==> config.mk <==
export PLATFORM = sky130hd
export DESIGN_NAME = ram_port_arbiter
export DESIGN_NICKNAME = d
export VERILOG_FILES = /design/src/rtl/ram_port_arbiter.sv
export SDC_FILE = /design/constraint.sdc
export NUM_CORES = 1
export LEC_CHECK = 0
export CAP_MARGIN = 20
export CORE_AREA = 2 2 176 178
export DETAILED_ROUTE_END_ITERATION = 6
export DIE_AREA = 0 0 178 180
export PLACE_DENSITY = 0.54
export REMOVE_ABC_BUFFERS = 1
export SETUP_SLACK_MARGIN = 0.3
export SLEW_MARGIN = 20
export SYNTH_ARGS = -nofsm -noshare
export SYNTH_HDL_FRONTEND = slang
export SYNTH_SLANG_ARGS = --single-unit
==> constraint.sdc <==
create_clock -name clk -period 6.45 [get_ports clk]
set_input_delay 1.6125 -clock clk [delete_from_list [all_inputs] [get_ports clk]]
set_output_delay 1.6125 -clock clk [all_outputs]
set_load 0.01 [all_outputs]
==> src/rtl/ram_port_arbiter.sv <==
// Three-requester round-robin arbiter for one solver RAM bank with IO priority and bounded locking.
// Grant is combinational in cycle t, RAM command registered at t+1, tagged read return at t+2; losers wait by holding req.
module ram_port_arbiter #(
  parameter int ADDR_W   = 12,
  parameter int DATA_W   = 64,
  parameter int MAX_LOCK = 8
) (
  input  logic              clk,
  input  logic              rst,
  input  logic              io_mode,
  input  logic              req0,
  input  logic              req1,
  input  logic              req2,
  input  logic              lock0,
  input  logic              lock1,
  input  logic              lock2,
  input  logic              wr0,
  input  logic              wr1,
  input  logic              wr2,
  input  logic [ADDR_W-1:0] addr0,
  input  logic [ADDR_W-1:0] addr1,
  input  logic [ADDR_W-1:0] addr2,
  input  logic [DATA_W-1:0] wdata0,
  input  logic [DATA_W-1:0] wdata1,
  input  logic [DATA_W-1:0] wdata2,
  output logic              gnt0,
  output logic              gnt1,
  output logic              gnt2,
  output logic              rvalid0,
  output logic              rvalid1,
  output logic              rvalid2,
  output logic [DATA_W-1:0] rdata,
  output logic              ram_en,
  output logic              ram_WR_RD,
  output logic [ADDR_W-1:0] ram_address,
  output logic [DATA_W-1:0] ram_wdata,
  input  logic [DATA_W-1:0] ram_rdata
);

  localparam int CW = 4;
  localparam logic [CW-1:0] MAX_LOCK_C = CW'(MAX_LOCK);

  logic [3:0]        req_x;
  logic [3:0]        lock_x;
  logic [1:0]        ptr_q;
  logic              lock_vld_q;
  logic [1:0]        lock_id_q;
  logic [CW-1:0]     lock_cnt_q;
  logic              ram_en_q;
  logic              ram_wr_q;
  logic [ADDR_W-1:0] ram_addr_q;
  logic [DATA_W-1:0] ram_wdata_q;
  logic              tag1_vld_q, tag2_vld_q;
  logic [1:0]        tag1_id_q, tag2_id_q;

  logic              gnt_vld_d;
  logic [1:0]        gnt_id_d;
  logic              lock_ok;
  logic              lock_expired;
  logic              wr_sel;
  logic              lock_sel;
  logic [ADDR_W-1:0] addr_sel;
  logic [DATA_W-1:0] wdata_sel;
  logic [2:0]        rr_pick;
  logic [2:0]        gnt_vec;

  // Padding to four bits lets a 2-bit id index the vector without range checks.
  assign req_x  = {1'b0, req2, req1, req0};
  assign lock_x = {1'b0, lock2, lock1, lock0};

  assign lock_expired = lock_vld_q && (lock_cnt_q >= MAX_LOCK_C);
  assign lock_ok      = lock_vld_q && req_x[lock_id_q] && !lock_expired;

  always_comb begin
    logic [1:0] idx;
    rr_pick = 3'b000;
    idx     = ptr_q;
    for (int k = 0; k < 3; k++) begin
      if (!rr_pick[2] && req_x[idx]) rr_pick = {1'b1, idx};
      idx = (idx == 2'd2) ? 2'd0 : idx + 2'd1;
    end
  end

  always_comb begin
    gnt_vld_d = 1'b0;
    gnt_id_d  = 2'd0;
    if (rst) begin
      if (io_mode && req0) begin
        gnt_vld_d = 1'b1;
        gnt_id_d  = 2'd0;
      end else if (lock_ok) begin
        gnt_vld_d = 1'b1;
        gnt_id_d  = lock_id_q;
      end else begin
        gnt_vld_d = rr_pick[2];
        gnt_id_d  = rr_pick[1:0];
      end
    end
  end

  always_comb begin
    wr_sel    = wr0;
    addr_sel  = addr0;
    wdata_sel = wdata0;
    case (gnt_id_d)
      2'd1: begin wr_sel = wr1; addr_sel = addr1; wdata_sel = wdata1; end
      2'd2: begin wr_sel = wr2; addr_sel = addr2; wdata_sel = wdata2; end
      default: ;
    endcase
  end

  assign lock_sel = lock_x[gnt_id_d];
  assign gnt_vec  = gnt_vld_d ? (3'b001 << gnt_id_d) : 3'b000;

  always_ff @(posedge clk or negedge rst) begin
    if (!rst) begin
      ptr_q       <= 2'd0;
      lock_vld_q  <= 1'b0;
      lock_id_q   <= 2'd0;
      lock_cnt_q  <= '0;
      ram_en_q    <= 1'b0;
      ram_wr_q    <= 1'b0;
      ram_addr_q  <= '0;
      ram_wdata_q <= '0;
      tag1_vld_q  <= 1'b0;
      tag1_id_q   <= 2'd0;
      tag2_vld_q  <= 1'b0;
      tag2_id_q   <= 2'd0;
    end else begin
      ram_en_q   <= gnt_vld_d;
      tag1_vld_q <= gnt_vld_d && !wr_sel;
      tag1_id_q  <= gnt_id_d;
      tag2_vld_q <= tag1_vld_q;
      tag2_id_q  <= tag1_id_q;
      if (gnt_vld_d) begin
        ram_wr_q    <= wr_sel;
        ram_addr_q  <= addr_sel;
        ram_wdata_q <= wdata_sel;
        ptr_q       <= (gnt_id_d == 2'd2) ? 2'd0 : gnt_id_d + 2'd1;
        // An expired lock forces one free arbitration before anyone can lock again.
        if (!lock_expired && lock_sel) begin
          lock_vld_q <= 1'b1;
          lock_id_q  <= gnt_id_d;
          lock_cnt_q <= (lock_vld_q && lock_id_q == gnt_id_d) ? lock_cnt_q + 1'b1 : CW'(1);
        end else begin
          lock_vld_q <= 1'b0;
          lock_cnt_q <= '0;
        end
      end else begin
        ram_wr_q   <= 1'b0;
        lock_vld_q <= 1'b0;
        lock_cnt_q <= '0;
      end
    end
  end

  assign {gnt2, gnt1, gnt0} = gnt_vec;
  assign ram_en      = ram_en_q;
  assign ram_WR_RD   = ram_wr_q;
  assign ram_address = ram_addr_q;
  assign ram_wdata   = ram_wdata_q;
  assign rdata       = ram_rdata;
  assign rvalid0     = tag2_vld_q && (tag2_id_q == 2'd0);
  assign rvalid1     = tag2_vld_q && (tag2_id_q == 2'd1);
  assign rvalid2     = tag2_vld_q && (tag2_id_q == 2'd2);

endmodule

### Yosys cells after proc, flatten, opt, wreduce, memory -nomap -nowiden

Cells that the tools add are included.

* add/subtract/negate cells: 4
* multiply operators: 0
* div/mod/pow operators: 0
* $lt $le $gt $ge: 6
* equal/unequal tests: 7
* shift-type cells: 1
* mux-type cells: 32
* bitwise gates (word level): 0
* reduce and logical (&&, ||, !) cells: 18

Operator list (count)
* $pmux 64 s2: 1
* $pmux 12 s2: 1
* $lt 2x3->1 const B: 5
* $logic_and 1x1->1: 12
* $mux 2: 6
* $mux 3: 4
* $mux 4: 3
* $mux 1: 11
* $bmux 1 s2: 5
* $eq 2x2->1 const B: 4
* $add 2x1->2 const B: 3
* $add 4x1->4 const B: 1
* $eq 2x1->1 const B: 2
* $ge 4x4->1 const B: 1
* $logic_not 1->1: 4
* $shl 1x2->3 const A: 1
* $eq 2x2->1: 1
* $logic_not 2->1: 1
* $pmux 1 s2: 1
* $reduce_and 2->1: 1

* register bits: 93
* latch bits: 0
* RAM bits: 0
* memory bits (read-only): 0
* bits of input ports: 304
* output and inout port bits: 148
* memories kept: 0

### Depth between registers and ports, before layout

* depth in word-level cells: 17
* gate-level depth with buffers: 14
* mapped depth without buffers: 10

### Worst setup path after synthesis

OpenSTA, ideal clock, no wires.

* path kind: in2out
* from: input req0
* to: output gnt1
* arrival time: 3.667 ns
* required time: 4.838 ns
* path slack: 1.170 ns
* stages: 10
* buffers on the path: 4
* path through: buf_2 > mux2i_1 > o31ai_1 > nor2_4 > inv_1 > ha_1 > clkbuf_1 > clkbuf_1 > buf_1 > and3_1

* word-level cells in the longest chain between the ends: 14
* elaborated cells between the ends (all ways): 26
* those cells by class: 1 x shift; 18 x mux; 7 x reduce/logical

Ends and longest elaborated chain
* start: declaration: line 11 `input logic req0,`
* $bmux 1 s2: line 79 `if (!rr_pick[2] && req_x[idx]) rr_pick = {1'b1, idx};`
* $mux 1 (implied by the code): line 79
* $mux 3: line 79
* $logic_not 1->1: line 79
* $logic_and 1x1->1: line 79
* $mux 3: line 79
* $logic_not 1->1: line 79
* $logic_and 1x1->1: line 79
* $mux 3: line 79
* $mux 2: line 91 `end else if (lock_ok) begin`
* $mux 2 *: line 88 `if (io_mode && req0) begin`
* $mux 2 *: line 87 `if (rst) begin`
* via gnt_id_d[1]: line 57 `logic [1:0] gnt_id_d;`
* $shl 1x2->3 *: line 113 `assign gnt_vec = gnt_vld_d ? (3'b001 << gnt_id_d) : 3'b000;`
* $mux 3 *: line 113
* end: declaration: line 27 `output logic gnt1,`

The timed path passes the listed nets; every way through them passes the cells marked *. The select of a mux whose other input is x is not followed.

### Worst setup path after layout

* from: input req0
* to: output gnt0

* word-level cells in the longest chain between the ends: 14
* elaborated cells between the ends (all ways): 26
* those cells by class: 1 x shift; 18 x mux; 7 x reduce/logical

Ends and longest elaborated chain
* $bmux 1 s2: line 79
* $mux 1 (implied by the code): line 79
* $mux 3: line 79
* $logic_not 1->1: line 79
* $logic_and 1x1->1: line 79
* $mux 3: line 79
* $logic_not 1->1: line 79
* $logic_and 1x1->1: line 79
* $mux 3: line 79
* $mux 2: line 91
* $mux 2 *: line 88
* $mux 2 *: line 87
* via gnt_id_d[1]: line 57
* $shl 1x2->3 *: line 113
* $mux 3 *: line 113
* end: declaration: line 26 `output logic gnt0,`

Marks and branches as above.

==> metrics <==
Post-DP Area=8780 um2; Power Density=292 nW/um2; Max Clock Freq=0.172 GHz; PostCTS Resize Cnt=0; final instance area=9080 um2; RD Place Congestion=0.751; #FFs+latches synth=93; Slew @ Worst Pin=0.897 ns; Clock Power Share=20.3%; Seq pwr share=33.8%; DRT iter0 DRCs=269; most frequent cell after synthesis=nand2_1; DPL Wire Length=18.2 mm; chip height=180 um; Min-Delay Path Class=flop to flop; htree depth=3; Crit Path Category=input pin to output port; CTS max path bufs=2; vias in the first global route=5529; Worst EP required=4.84 ns; cell taking the most area after synthesis=dfrtp_1; Synth area leaders=dfrtp_1 41%, o21ai_0 13%, nand2_1 10%; routed len/inst=18.2 um; PortBufs=323; CTS clk-pin slew, worst paths=0.07 ns; vias per cell=4.34; share of Yosys cell area claimed by the top area cell type=40.6%; first-pass GRT wire length=34.6 mm; CTS tree=yes; leakage=3.46 nW; Critical Path End Type=output port; core footprint=30200 um2; Cell Int Power=0.00171 W; initial antenna violation count=0; Finish-stage setup viols=0; GRT Total Usage=14.5%; outcome=finished clean; DR pass1 iterations=4; ANT cells=0; Worst-Skew Late Latency=0.35 ns; share of post-route cells with drive strength above 1=4.95%; ys async rst share=100%; RSZ-0062 raised after global routing=false; CP arrival=4.19 ns; fill count=3231; WL final=23.8 mm; Netlist Area Pre-Place=5730 um2; vias=5666; setup_tns=0 ns; ys flop type=dfrtp_1; Comb pwr share=45.8%; final worst path period need=5.80 ns; sw power=0.000935 W; die area=32000 um2; Tcrit/Tclk final=89.9%; Root Buffer=clkbuf_16; crit start category=input pin; VDD IR-drop max=91.2 uV; aggregate global routing overflow=0; Remaining DRCs=0; post-synthesis cell count=685; largest net degree at the start of global routing=115; hold buffer count at CTS=0; slew margin rel.=40.2%; starting density of the core=19.0%; nets=1217; CTS sink cnt=93; Ports=452; post-synthesis sequential area ratio=40.6%; EDFF count, synth=0; CP Max Fanout=10; Slew Viols, Final=0; Post-DRT Antenna Nets=0; Fin. Hold Viols=0; Yosys cell types=54; Syn Area/Cell=8.36 um2; die width=178 um; P&R area growth vs syn=58.5%; top post-synthesis cells by count=158 x nand2_1, 144 x o21ai_0, 93 x dfrtp_1, 77 x a22oi_1, 64 x buf_4; Switching Share=35.3%; std cell rows=64; Synth Warn #=0; number of setup buffers added after CTS=0; max cap viols=0; cts bufs inserted=9; clock skew=0.0141 ns
-- worst paths after layout --
check	startpoint	to	slack, ns	depth (start not counted)
setup / recovery	req0	gnt0	0.65	8
max in group asynchronous	rst	ram_wdata[13]	4.30	2
hold / removal	tag1_id_q[1]	tag2_id_q[1]	0.35	0
min in group asynchronous	rst	ram_address[10]	1.21	1
hold reg to reg	tag1_id_q[1]	tag2_id_q[1]	0.35	0
setup reg to reg	lock_id_q[0]	ram_wdata[3]	3.33	10
-- power groups by stage --
| stage | combinational [W] | clock (W) | sequential [W] |
|---|---|---|---|
| floorplan | 0.000450 | 0 | 0.000982 |
| global placement | 0.00124 | 0 | 0.000900 |
| detailed placement | 0.00124 | 0 | 0.000908 |
| CTS | 0.00124 | 0.000573 | 0.000900 |
| global route | 0.00135 | 0.000595 | 0.000926 |
| finish | 0.00121 | 0.000539 | 0.000896 |
-- cell families after synthesis --
logic type	synth area share, %
AOI/OAI and AO/OA	27.4
and+or+nand+nor	14.0
buffers and inverters	14.2
DFF	40.6
muxes	1.88
adders and majority gates	1.53
xor gates and xnor gates	0.306
-- cell type report --
| cell class | instances | area (um2) | share of cell area, % |
|---|---|---|---|
| inverters | 10 | 37.5 | 0.414 |
| flip-flops and latches | 93 | 2330 | 25.6 |
| clock buffers | 10 | 229 | 2.52 |
| clock inverters | 5 | 61.3 | 0.675 |
| well taps | 396 | 495 | 5.46 |
| repair buffers | 331 | 3300 | 36.4 |
| multi-input cells | 461 | 2620 | 28.9 |
-- cell usage in the layout, fill, tap and decap left out, types with 2 or more instances in the layout --
master / instances
a21oi_2: 2
a22oi_1: 77
and3_1: 5
buf_4: 8
clkbuf_16: 9
clkdlybuf4s50_1: 322
clkinvlp_4: 3
dfrtp_1: 93
ha_1: 4
ha_4: 2
inv_1: 9
mux2_4: 3
mux2i_1: 4
nand2_1: 158
nand2b_1: 2
nand3_1: 2
nor2_1: 5
nor2b_1: 3
nor3_1: 3
nor4_1: 3
o21ai_0: 144
o21ai_1: 13
o31ai_1: 2
-- routing by layer --
layer | part of all wire (%) | vias to the layer above | global-route usage (%) | wire (um)
met5 | 1.3 | - | 7.25 | 315
met2 | 41 | 331 | 20.7 | 9880
li1 | - | 2760 | - | -
met3 | 16 | 17 | 9.75 | 3790
met1 | 41 | 2550 | 17.4 | 9670
met4 | 0.68 | 8 | 2.66 | 163
-- critical path, stage by stage --
cell and delay, ns:
clkdlybuf4s50_1 0.71, mux2i_1 0.13, o31ai_1 0.48, nor2_4 0.11, inv_1 0.24, ha_4 0.16
and3_1 0.17, clkdlybuf4s50_1 0.56
-- metrics by stage --
step	hold WS (ns)	std cells	util, %	worst slack (ns)	power, W
after detailed placement	0.336	1291	29.1	0.667	0.00214
after global routing	0.364	1306	30.1	0.513	0.00287
after floorplan	0.331	564	-	0.709	0.00143
after CTS	0.351	1306	30.0	0.666	0.00271
after global placement	0.348	1291	29.1	0.716	0.00214
final	0.348	1306	30.1	0.651	0.00265
-- state kept, by name, summed over array words and instances, names as in the netlist --
name         flops
ram_en           1
lock_vld_q       1
tag2_vld_q       1
ptr_q            2
lock_cnt_q       4
ram_address     12
ram_WR_RD        1
tag2_id_q        2
tag1_id_q        2
lock_id_q        2
tag1_vld_q       1
ram_wdata       64
Note: power is estimated with default switching activity, not from simulation.
